==> config.mk <==
export PLATFORM = sky130hd
export DESIGN_NAME = cam_pattern_tx
export DESIGN_NICKNAME = d
export VERILOG_FILES = /design/src/rtl/cam_pattern_tx.sv
export SDC_FILE = /design/constraint.sdc
export NUM_CORES = 1
export LEC_CHECK = 0
export CORE_ASPECT_RATIO = 1.2
export CORE_MARGIN = 10
export CORE_UTILIZATION = 30
export DETAILED_ROUTE_END_ITERATION = 10
export MAX_ROUTING_LAYER = met4
export PLACE_DENSITY = 0.51
export SLEW_MARGIN = 20
export SYNTH_ARGS = -nofsm -noshare
export SYNTH_HDL_FRONTEND = slang
export SYNTH_SLANG_ARGS = --single-unit
==> constraint.sdc <==
create_clock -name clk -period 8.9 [get_ports clk]
set_input_delay 1.78 -clock clk [delete_from_list [all_inputs] [get_ports clk]]
set_output_delay 1.78 -clock clk [all_outputs]
set_load 0.005 [all_outputs]
==> src/rtl/cam_pattern_tx.sv <==
// Camera-style test-pattern source: emits FVAL/LVAL/D framing like a parallel
// CMOS sensor, with colour bars, ramp, fixed value or checkerboard content.
module cam_pattern_tx #(
  parameter int unsigned H_ACTIVE = 640,
  parameter int unsigned H_BLANK  = 160,
  parameter int unsigned V_ACTIVE = 480,
  parameter int unsigned V_FRONT  = 4,
  parameter int unsigned V_BLANK  = 1000,
  parameter int unsigned BAR_W    = 80
) (
  input  logic        clk,
  input  logic        reset,
  input  logic        enable,
  input  logic [1:0]  mode,
  input  logic [11:0] fixed_value,
  output logic [11:0] D,
  output logic        FVAL,
  output logic        LVAL,
  output logic        frame_done,
  output logic [15:0] frame_count
);

  // x keeps at least 12 bits for the ramp, y at least 4 for the checkerboard
  localparam int unsigned X_W    = ($clog2(H_ACTIVE) > 12) ? $clog2(H_ACTIVE) : 12;
  localparam int unsigned Y_W    = ($clog2(V_ACTIVE) > 4) ? $clog2(V_ACTIVE) : 4;
  localparam int unsigned B_W    = ($clog2(BAR_W) > 1) ? $clog2(BAR_W) : 1;
  localparam int unsigned C_MAX0 = (V_FRONT > H_BLANK) ? V_FRONT : H_BLANK;
  localparam int unsigned C_MAX  = (C_MAX0 > V_BLANK) ? C_MAX0 : V_BLANK;
  localparam int unsigned C_W    = ($clog2(C_MAX) > 1) ? $clog2(C_MAX) : 1;

  typedef enum logic [2:0] {
    IDLE,
    VFRONT,
    LINE,
    HBLANK,
    VBLANK
  } state_t;

  state_t           state;
  logic [C_W-1:0]   cnt;
  logic [X_W-1:0]   x;
  logic [Y_W-1:0]   y;
  logic [2:0]       bar;
  logic [B_W-1:0]   bar_cnt;
  logic [1:0]       mode_q;
  logic [11:0]      fixed_q;

  logic [X_W-1:0]   nx;
  logic [Y_W-1:0]   ny;
  logic [2:0]       nbar;
  logic [B_W-1:0]   nbc;
  logic [11:0]      pix_c;

  // Coordinates and pixel value for the pixel that will be shown next cycle
  always_comb begin
    nx   = '0;
    ny   = y;
    nbar = 3'd0;
    nbc  = '0;
    if (state == LINE) begin
      nx = x + X_W'(1);
      if (bar_cnt == B_W'(BAR_W - 1)) begin
        nbc  = '0;
        nbar = (bar == 3'd7) ? 3'd7 : bar + 3'd1;
      end else begin
        nbc  = bar_cnt + B_W'(1);
        nbar = bar;
      end
    end else if (state == HBLANK) begin
      ny = y + Y_W'(1);
    end
    case (mode_q)
      2'd0:    pix_c = {nbar, 9'h000};
      2'd1:    pix_c = nx[11:0];
      2'd2:    pix_c = fixed_q;
      default: pix_c = (nx[3] ^ ny[3]) ? 12'hFFF : 12'h000;
    endcase
  end

  // Frame timing FSM; all outputs are loaded together with the state change
  always_ff @(posedge clk or posedge reset) begin
    if (reset) begin
      state       <= IDLE;
      cnt         <= '0;
      x           <= '0;
      y           <= '0;
      bar         <= 3'd0;
      bar_cnt     <= '0;
      mode_q      <= 2'd0;
      fixed_q     <= 12'h000;
      D           <= 12'h000;
      FVAL        <= 1'b0;
      LVAL        <= 1'b0;
      frame_done  <= 1'b0;
      frame_count <= 16'h0000;
    end else begin
      frame_done <= 1'b0;
      case (state)
        IDLE: begin
          if (enable) begin
            state   <= VFRONT;
            FVAL    <= 1'b1;
            cnt     <= '0;
            y       <= '0;
            mode_q  <= mode;
            fixed_q <= fixed_value;
          end
        end
        VFRONT: begin
          if (cnt == C_W'(V_FRONT - 1)) begin
            state   <= LINE;
            LVAL    <= 1'b1;
            D       <= pix_c;
            x       <= nx;
            bar     <= nbar;
            bar_cnt <= nbc;
          end else begin
            cnt <= cnt + C_W'(1);
          end
        end
        LINE: begin
          if (x == X_W'(H_ACTIVE - 1)) begin
            LVAL <= 1'b0;
            D    <= 12'h000;
            cnt  <= '0;
            if (y == Y_W'(V_ACTIVE - 1)) begin
              state       <= VBLANK;
              FVAL        <= 1'b0;
              frame_done  <= 1'b1;
              frame_count <= frame_count + 16'd1;
            end else begin
              state <= HBLANK;
            end
          end else begin
            x       <= nx;
            bar     <= nbar;
            bar_cnt <= nbc;
            D       <= pix_c;
          end
        end
        HBLANK: begin
          if (cnt == C_W'(H_BLANK - 1)) begin
            state   <= LINE;
            LVAL    <= 1'b1;
            D       <= pix_c;
            x       <= nx;
            y       <= ny;
            bar     <= nbar;
            bar_cnt <= nbc;
          end else begin
            cnt <= cnt + C_W'(1);
          end
        end
        VBLANK: begin
          if (cnt == C_W'(V_BLANK - 1)) begin
            cnt <= '0;
            y   <= '0;
            if (enable) begin
              state   <= VFRONT;
              FVAL    <= 1'b1;
              mode_q  <= mode;
              fixed_q <= fixed_value;
            end else begin
              state <= IDLE;
            end
          end else begin
            cnt <= cnt + C_W'(1);
          end
        end
        default: state <= IDLE;
      endcase
    end
  end

endmodule

==> flow_summary.json, run 1 <==
{
  "synth_area_leaders": "dfrtp_1 47%, o21ai_0 5.6%, nand2_1 5.0%",
  "synth_seq_area_share_pct": 46.9,
  "skew_ns": 0.0115,
  "die_h_um": 158,
  "period_share_pct": 36.0,
  "num_antenna_cells": 0,
  "clock_latency_ns": 0.35,
  "worst_slew_pin_slew_ns": 0.872,
  "cts-resized-gates": 0,
  "grt_pass1_wl_um": 19600,
  "crit_type": "input pin to register",
  "cts-root-buf": "clkbuf_16",
  "final_common_cell": "dfrtp_1",
  "place_area_sq_um": 5400,
  "portBuffers": 47,
  "layout_common_cells": "89 x dfrtp_1, 63 x nand2_1, 53 x o21ai_0",
  "synth_top_family_by_area": "simple AND/OR/NAND/NOR gates",
  "cts_inserted_buffers": 9,
  "fin_nets": 549,
  "clock_path_buffers": 2,
  "rsz0062_at_grt": "false",
  "crit_start": "enable",
  "synth_area_sq_um": 4750,
  "instances_no_fill": 739,
  "place_hpwl_um": 8280,
  "drc": 0,
  "cp.arrival_ns": 3.47,
  "pwr_density_cell_nw_per_um2": 142,
  "setup_viol": 0,
  "yosys.area_share.xor_xnor_pct": 5.98,
  "leakagePower_nw": 2.41,
  "syn-num-nets": 513,
  "grt_pass1_vias": 3974,
  "drt-initial-drc-count": 256,
  "yosysWarnings": 0,
  "synth-compound-area-share_pct": 15.0,
  "ir_drop_v": 0.0000689,
  "final_cell_area_sq_um": 5700,
  "grt_max_degree": 67,
  "required_ns": 9.17,
  "finalWirelength_um": 11800,
  "grt_overflow": 0,
  "async_reset_ff_share_pct": 100,
  "hp-start": "frame_count[15]",
  "maxCapViolations": 0,
  "initial_core_util_pct": 30.5,
  "cts.sinks": 89,
  "dp_cells": 723,
  "layout-drive-gt1-share_pct": 10.7,
  "avgSynthCellArea_sq_um": 9.70,
  "std_cell_rows": 50,
  "cts.clk_slew.worst_paths_ns": 0.07,
  "htreeDepth": 3,
  "ys_types": 63,
  "postRouteAntennaNets": 0,
  "vias": 3859,
  "synth_seq_cells": 89,
  "synth_top_area_share_pct": 46.9,
  "hold_viol": 0,
  "r2r_start": "state[1]",
  "startpoint_type": "input pin",
  "finalWorstPathRequiredPeriod_ns": 3.21,
  "drt_pre_antenna_iters": 4,
  "antenna_found_initial": 0,
  "area_delta_synth_final_pct": 19.9,
  "gr-usage-all-layers_pct": 11.6,
  "viasPerCell": 5.22,
  "crit_fanout": 13,
  "synth_top_area_cell": "dfrtp_1",
  "end_kind": "register",
  "cts_setup_buffers": 0,
  "synth_mux_area_share_pct": 4.42,
  "hp-class": "register to register",
  "synth_edf_count": 0,
  "max_freq_mhz": 312,
  "run_status": "complete, no violations",
  "tns_ns": 0,
  "hold_slack_ns": 0.472,
  "cts_tree": "yes",
  "design.die.area_sq_um": 21300,
  "synth_fa_ha_area_share_pct": 1.58,
  "synthSimpleGateAreaFrac_pct": 23.2,
  "netlist_instances": 490,
  "die_x_um": 135,
  "synth_ff_type": "dfrtp_1",
  "ctsHoldBuffers": 0,
  "pin_count": 48,
  "core-area_sq_um": 15600,
  "maxSlewViolCount": 0,
  "place.gp.congestion": 0.822,
  "fin_util_pct": 36.6,
  "nFillCells": 1555,
  "relSlewSlack_pct": 41.9,
  "wl_per_cell_um": 15.9
}
kinds of logic (layout without fill, tap and decap cells):
family,Yosys count,count (layout)
mux,19,19
flops,89,89
xor+xnor,29,29
simple gates,199,199
fa+ha+maj,6,6
buf+inv,35,76
compound gates,113,113
worst paths after layout:
| check | to | slack (ns) | depth (start not counted) |
|---|---|---|---|
| hold / removal | frame_count[15] | 0.47 | 1 |
| setup reg to reg | x[4] | 5.97 | 6 |
| max in group asynchronous | cnt[5] | 5.94 | 3 |
| min in group asynchronous | frame_count[5] | 1.73 | 2 |
| setup / recovery | cnt[2] | 5.69 | 6 |
| hold reg to reg | frame_count[15] | 0.47 | 1 |
metrics by stage:
step | total power (W) | worst slack, ns
2_1_floorplan | 0.000418 | 4.81
3_3_place_gp | 0.000429 | 5.31
3_5_place_dp | 0.000429 | 5.32
4_1_cts | 0.000818 | 5.69
5_1_grt | 0.000841 | 5.53
6_report | 0.000807 | 5.69
synthesized netlist by cell type (7+ instances only):
library cell   n
nand2b_1       7
and2_1         7
o21ai_0       53
buf_2          8
xnor2_1       15
inv_1         10
dfrtp_1       89
xor2_1        10
and3_1        11
nand3_1       29
nand2_1       63
clkbuf_1      14
nand4_1       12
o31ai_1       12
a221oi_1      10
nor2_1        22
a21oi_1       13
mux2_2        16
metal layers:
metal / up-vias / track usage [%] / wire, um
met4: 0 / 3.79 / 154
met3: 15 / 2.47 / 469
met2: 67 / 19.5 / 5960
li1: 1848 / - / -
met1: 1929 / 13.6 / 5190
met5: - / - / 0
area by class of cell:
cell class                 instances  area, sq um  area share, %
multi-input combinational        366         2380           41.8
tap                              208          260           4.57
clock buffer                      10          229           4.02
sequential                        89         2230           39.1
inverter                          10         38.8          0.681
clock inverter                     6         67.6           1.19
timing repair buffer              50          493           8.65
where the power goes:
group	internal (W)	switching, W
registers	0.000404	0
logic	0.00000666	0.00000952
clock network	0.000219	0.000168
total	0.000630	0.000177
sequential cells by signal (all words and copies together), names as in the netlist:
| name | count |
|---|---|
| D | 12 |
| FVAL | 1 |
| LVAL | 1 |
| bar | 3 |
| bar_cnt | 7 |
| cnt | 10 |
| fixed_q | 12 |
| frame_count | 16 |
| frame_done | 1 |
| mode_q | 2 |
| state | 3 |
| x | 12 |
| y | 9 |
worst max-delay path: stages:
cell             delay [ns]
clkdlybuf4s50_1        0.55
o21ai_0                0.11
o211ai_1               0.13
nand3_1                0.38
or2_0                  0.36
o21ai_0                0.16
Power figures use the tool's default switching activity.
==> inputs of run 2 (changes only) <==
- PLACE_DENSITY: 0.51 -> 0.53
- clock period: 8.9 -> 2.6 ns (I/O delays scaled with it)
==> run 2 against run 1 <==
Net effect:
- core utilization is 1.3 points higher
- clock-buffer cell count is 2 higher
- worst setup slack worse by 5.5 ns
==> flow_summary.json, run 2 (same netlist as run 1, synthesis figures left out) <==
{
  "maxCapViolations": 0,
  "leakagePower_nw": 2.54,
  "pin_count": 48,
  "worst-path-stages": 7,
  "crit_start": "x[10]",
  "cp_num_buf_inv": 1,
  "cts-root-buf": "clkbuf_16",
  "cts_setup_buffers": 0,
  "cts.sinks": 89,
  "ir_drop_v": 0.000325,
  "place.gp.congestion": 0.936,
  "switching_share_pct": 21.5,
  "period_share_pct": 91.2,
  "path_delay_family": "simple AND/OR/NAND/NOR gates",
  "top_register": "frame_count",
  "pwr_density_cell_nw_per_um2": 456,
  "cp_cell_sequence": "or4_4, or3_4, nand2_2, nand3_1, buf_4, or2_0, o21ai_0",
  "clock_path_buffers": 2,
  "hold_viol": 0,
  "power.switching_w": 0.000579,
  "design.die.area_sq_um": 21300,
  "num_antenna_cells": 0,
  "worstRegToRegCells": 7,
  "gr-usage-all-layers_pct": 11.8,
  "layout_common_cells": "89 x dfrtp_1, 63 x nand2_1, 53 x o21ai_0",
  "ctsHoldBuffers": 0,
  "clock_power_share_pct": 46.3,
  "hp-class": "register to register",
  "largest_reg_flops": 16,
  "seqPwrFrac_pct": 51.4,
  "postRouteAntennaNets": 0,
  "setup.worst_path.end": "cnt[0]",
  "max_stage_delay_ns": 0.55,
  "r2r-end": "cnt[0]",
  "grt_overflow": 0,
  "drt_pre_antenna_iters": 4,
  "std_cell_rows": 50,
  "wl_per_cell_um": 15.8,
  "run_status": "complete, no violations",
  "cts_tree": "yes",
  "layout-drive-gt1-share_pct": 14.7,
  "setup_viol": 0,
  "slowest_stage": "or4_4",
  "relSlewSlack_pct": 64.5,
  "end_kind": "register",
  "htreeDepth": 3,
  "core-area_sq_um": 15600,
  "crit_fanout": 13,
  "fin_nets": 575,
  "cts_inserted_buffers": 9,
  "final_common_cell": "dfrtp_1",
  "finalWorstPathRequiredPeriod_ns": 2.37,
  "crit_type": "register to register",
  "skew_ns": 0.00698,
  "cts-resized-gates": 0,
  "initial_core_util_pct": 30.5,
  "die_h_um": 158,
  "fin_util_pct": 37.9,
  "area_delta_synth_final_pct": 24.2,
  "place_hpwl_um": 8930,
  "clock_latency_ns": 0.34,
  "tns_ns": 0,
  "viasPerCell": 5.12,
  "worst_slew_pin_slew_ns": 0.532,
  "finalWirelength_um": 12100,
  "cp.arrival_ns": 2.62,
  "rsz0062_at_grt": "false",
  "grt_pass1_wl_um": 20200,
  "maxSlewViolCount": 0,
  "r2r_slack_ns": 0.23,
  "required_ns": 2.84,
  "cts.clk_slew.worst_paths_ns": 0.06,
  "p_int_w": 0.00211,
  "max_freq_mhz": 422,
  "startpoint_type": "register",
  "portBuffers": 47,
  "antenna_found_initial": 0,
  "grt_pass1_vias": 4004,
  "r2r_start": "x[10]",
  "grt_max_degree": 41,
  "pwr-share-comb_pct": 2.2,
  "drc": 0,
  "die_x_um": 135,
  "vias": 3909,
  "drt-initial-drc-count": 241
}
-- run 2: changes by cell type in the layout (fill, tap and decap cells not counted), sizes merged --
cell    previous run  this run
clkinv             3         1
buf                3        29
bufinv             1         0
clkbuf            10        12
-- run 2: area by class of cell --
cell class                      instances  area, sq um
Clock buffer                           12          256
Clock inverter                          3         25.0
Fill cell                            1549         9670
Inverter                               10         41.3
Multi-Input combinational cell        366         2380
Sequential cell                        89         2230
Tap cell                              208          260
Timing Repair Buffer                   76          713
-- run 2: layer usage --
metal	GRT usage, %	share of wire, %	wire [um]	vias up
met5	-	0	0	-
met4	4.72	2.7	324	0
met3	2.28	4.0	478	27
met2	20.0	50	6020	74
met1	13.5	43	5250	1916
li1	-	-	-	1892
-- run 2: power groups by stage --
stage / Clock, W / Combinational, W / Sequential [W]
detailed placement: 0 / 0.0000636 / 0.00141
global route: 0.00133 / 0.0000688 / 0.00138
floorplan: 0 / 0.0000216 / 0.00141
global placement: 0 / 0.0000630 / 0.00141
finish: 0.00125 / 0.0000604 / 0.00138
CTS: 0.00128 / 0.0000635 / 0.00138
-- run 2: worst min path at each step --
stage               startpoint               to  cells past startpoint  slack (ns)
5_1_grt        frame_count[15]  frame_count[15]                      1        0.50
4_1_cts        frame_count[15]  frame_count[15]                      1        0.48
3_3_place_gp              D[2]             D[2]                      2        0.46
2_1_floorplan             y[7]             y[7]                      1        0.45
3_5_place_dp   frame_count[15]  frame_count[15]                      1        0.47
6_report       frame_count[15]  frame_count[15]                      1        0.47
-- run 2: per-stage QoR --
step / hold WS [ns] / power [W] / std cells / instance area, sq um / worst slack, ns
detailed placement: 0.467 / 0.00147 / 749 / 5620 / 0.238
CTS: 0.480 / 0.00273 / 764 / 5910 / 0.217
global placement: 0.463 / 0.00147 / 749 / 5620 / 0.295
global route: 0.500 / 0.00278 / 764 / 5910 / 0.0827
floorplan: 0.446 / 0.00143 / 490 / 4760 / 0.358
finish: 0.475 / 0.00269 / 764 / 5910 / 0.228
==> inputs of run 3 (changes only) <==
- CORE_MARGIN: 10 -> 2
==> run 3 against run 2 <==
Net effect:
- via count up 0.67%
- non-clock buffer count fell by 2
- worst setup slack improved by 0.046 ns
- sequential power about the same
- clock skew is 0.0012 ns higher
- die area decreased by 21%
- core utilization increased by 0.17 points
- final area up 0.44%
- sequential cell count stayed put
- clock-buffer cell count down 2
- worst hold slack hardly changed
- critical path depth unchanged
- critical path type unchanged
==> flow_summary.json, run 3 (same netlist as run 1, synthesis figures left out) <==
{
  "run_status": "complete, no violations",
  "pin_count": 48,
  "cp.arrival_ns": 2.59,
  "finalWirelength_um": 11600,
  "p_total_w": 0.00283,
  "vias": 3935,
  "cts_inserted_buffers": 9,
  "maxCapViolations": 0,
  "antenna_found_initial": 0,
  "max_stage_delay_ns": 0.53,
  "grt_overflow": 0,
  "die_x_um": 119,
  "worstRegToRegCells": 7,
  "startpoint_type": "register",
  "grt_pass1_wl_um": 19400,
  "place.gp.congestion": 0.911,
  "hold_viol": 0,
  "design.die.area_sq_um": 16900,
  "htreeDepth": 3,
  "largest_reg_flops": 16,
  "worst-path-stages": 7,
  "required_ns": 2.86,
  "crit_type": "register to register",
  "fin_nets": 573,
  "drc": 0,
  "max_freq_mhz": 430,
  "setup_viol": 0,
  "finalWorstPathRequiredPeriod_ns": 2.33,
  "postRouteAntennaNets": 0,
  "cts_setup_buffers": 0,
  "crit_fanout": 13,
  "ctsHoldBuffers": 0,
  "cp_num_buf_inv": 1,
  "period_share_pct": 89.5,
  "clock_path_buffers": 2,
  "portBuffers": 47,
  "drt_pre_antenna_iters": 4,
  "clock_latency_ns": 0.34,
  "end_kind": "register",
  "final_common_cell": "dfrtp_1",
  "viasPerCell": 5.16,
  "grt_max_degree": 30,
  "place_hpwl_um": 8350,
  "wl_per_cell_um": 15.3,
  "layout-drive-gt1-share_pct": 14.4,
  "tns_ns": 0,
  "die_h_um": 142,
  "top_register": "frame_count",
  "skew_ns": 0.00823,
  "cts-resized-gates": 0,
  "cts_tree": "yes",
  "path_delay_family": "simple AND/OR/NAND/NOR gates",
  "maxSlewViolCount": 0,
  "area_delta_synth_final_pct": 24.8,
  "cts-root-buf": "clkbuf_16",
  "relSlewSlack_pct": 57.2,
  "worst_slew_pin_slew_ns": 0.640,
  "ir_drop_v": 0.000304,
  "num_antenna_cells": 0,
  "hp-class": "register to register",
  "initial_core_util_pct": 30.5,
  "grt_pass1_vias": 3889,
  "fin_util_pct": 38.1,
  "instances_no_fill": 762,
  "drt-initial-drc-count": 239,
  "cp_cell_sequence": "or4_4, or3_4, nand2_2, nand3_1, buf_4, or2_0, o21ai_0",
  "layout_common_cells": "89 x dfrtp_1, 63 x nand2_1, 53 x o21ai_0",
  "dp_cells": 747,
  "std_cell_rows": 50,
  "core-area_sq_um": 15600,
  "pwr_density_cell_nw_per_um2": 477,
  "rsz0062_at_grt": "false",
  "leakagePower_nw": 2.54,
  "cts.sinks": 89,
  "gr-usage-all-layers_pct": 14.8,
  "slowest_stage": "or4_4",
  "cts.clk_slew.worst_paths_ns": 0.06,
  "hold_depth": 2
}
==> run 3: cell types whose count changed in the layout (fill, tap and decap cells not counted) <==
cell,delta
buf_12,+1
buf_4,-3
bufinv_16,+2
clkbuf_8,-2
clkinv_2,+1
inv_6,-1
==> run 3: power by group <==
group,switching (W),internal [W]
Clock,0.000543,0.000837
Combinational,0.0000337,0.0000298
Sequential,0,0.00138
==> run 3: metrics by stage <==
stage	setup WS (ns)	instance area [sq um]	hold slack, ns
3_3_place_gp	0.322	5620	0.460
5_1_grt	0.132	5930	0.504
4_1_cts	0.268	5930	0.483
6_report	0.274	5930	0.475
3_5_place_dp	0.284	5620	0.469
2_1_floorplan	0.358	4760	0.446
==> run 3: worst paths after layout <==
kind	start	end	slack, ns
worst min-delay path	D[9]	D[9]	0.48
min in group asynchronous	reset	frame_count[9]	0.61
max in group asynchronous	reset	fixed_q[9]	1.38
worst max-delay path	x[7]	cnt[0]	0.27
worst min register to register	D[9]	D[9]	0.48
worst max register to register	x[7]	cnt[0]	0.27
==> run 3: area by class of cell <==
class / count / area [sq um]
clock inverter: 5 / 81.3
multi-input combinational: 366 / 2380
sequential: 89 / 2230
timing repair buffer: 74 / 711
tap: 208 / 260
fill: 1496 / 9650
inverter: 10 / 41.3
clock buffer: 10 / 229
==> run 3: tightest hold or removal path, delay by kind of cell (launching register included) <==
kind               cells  cell delay [ns]
DFF                    1             0.34
and+or+nand+nor        1             0.04
AOI/OAI and AO/OA      1             0.06
==> run 3: layer usage <==
layer	share of wire (%)	track usage, %
met1	45	18.0
met2	50	24.6
met3	2.3	2.05
met4	2.4	6.64
met5	0	-
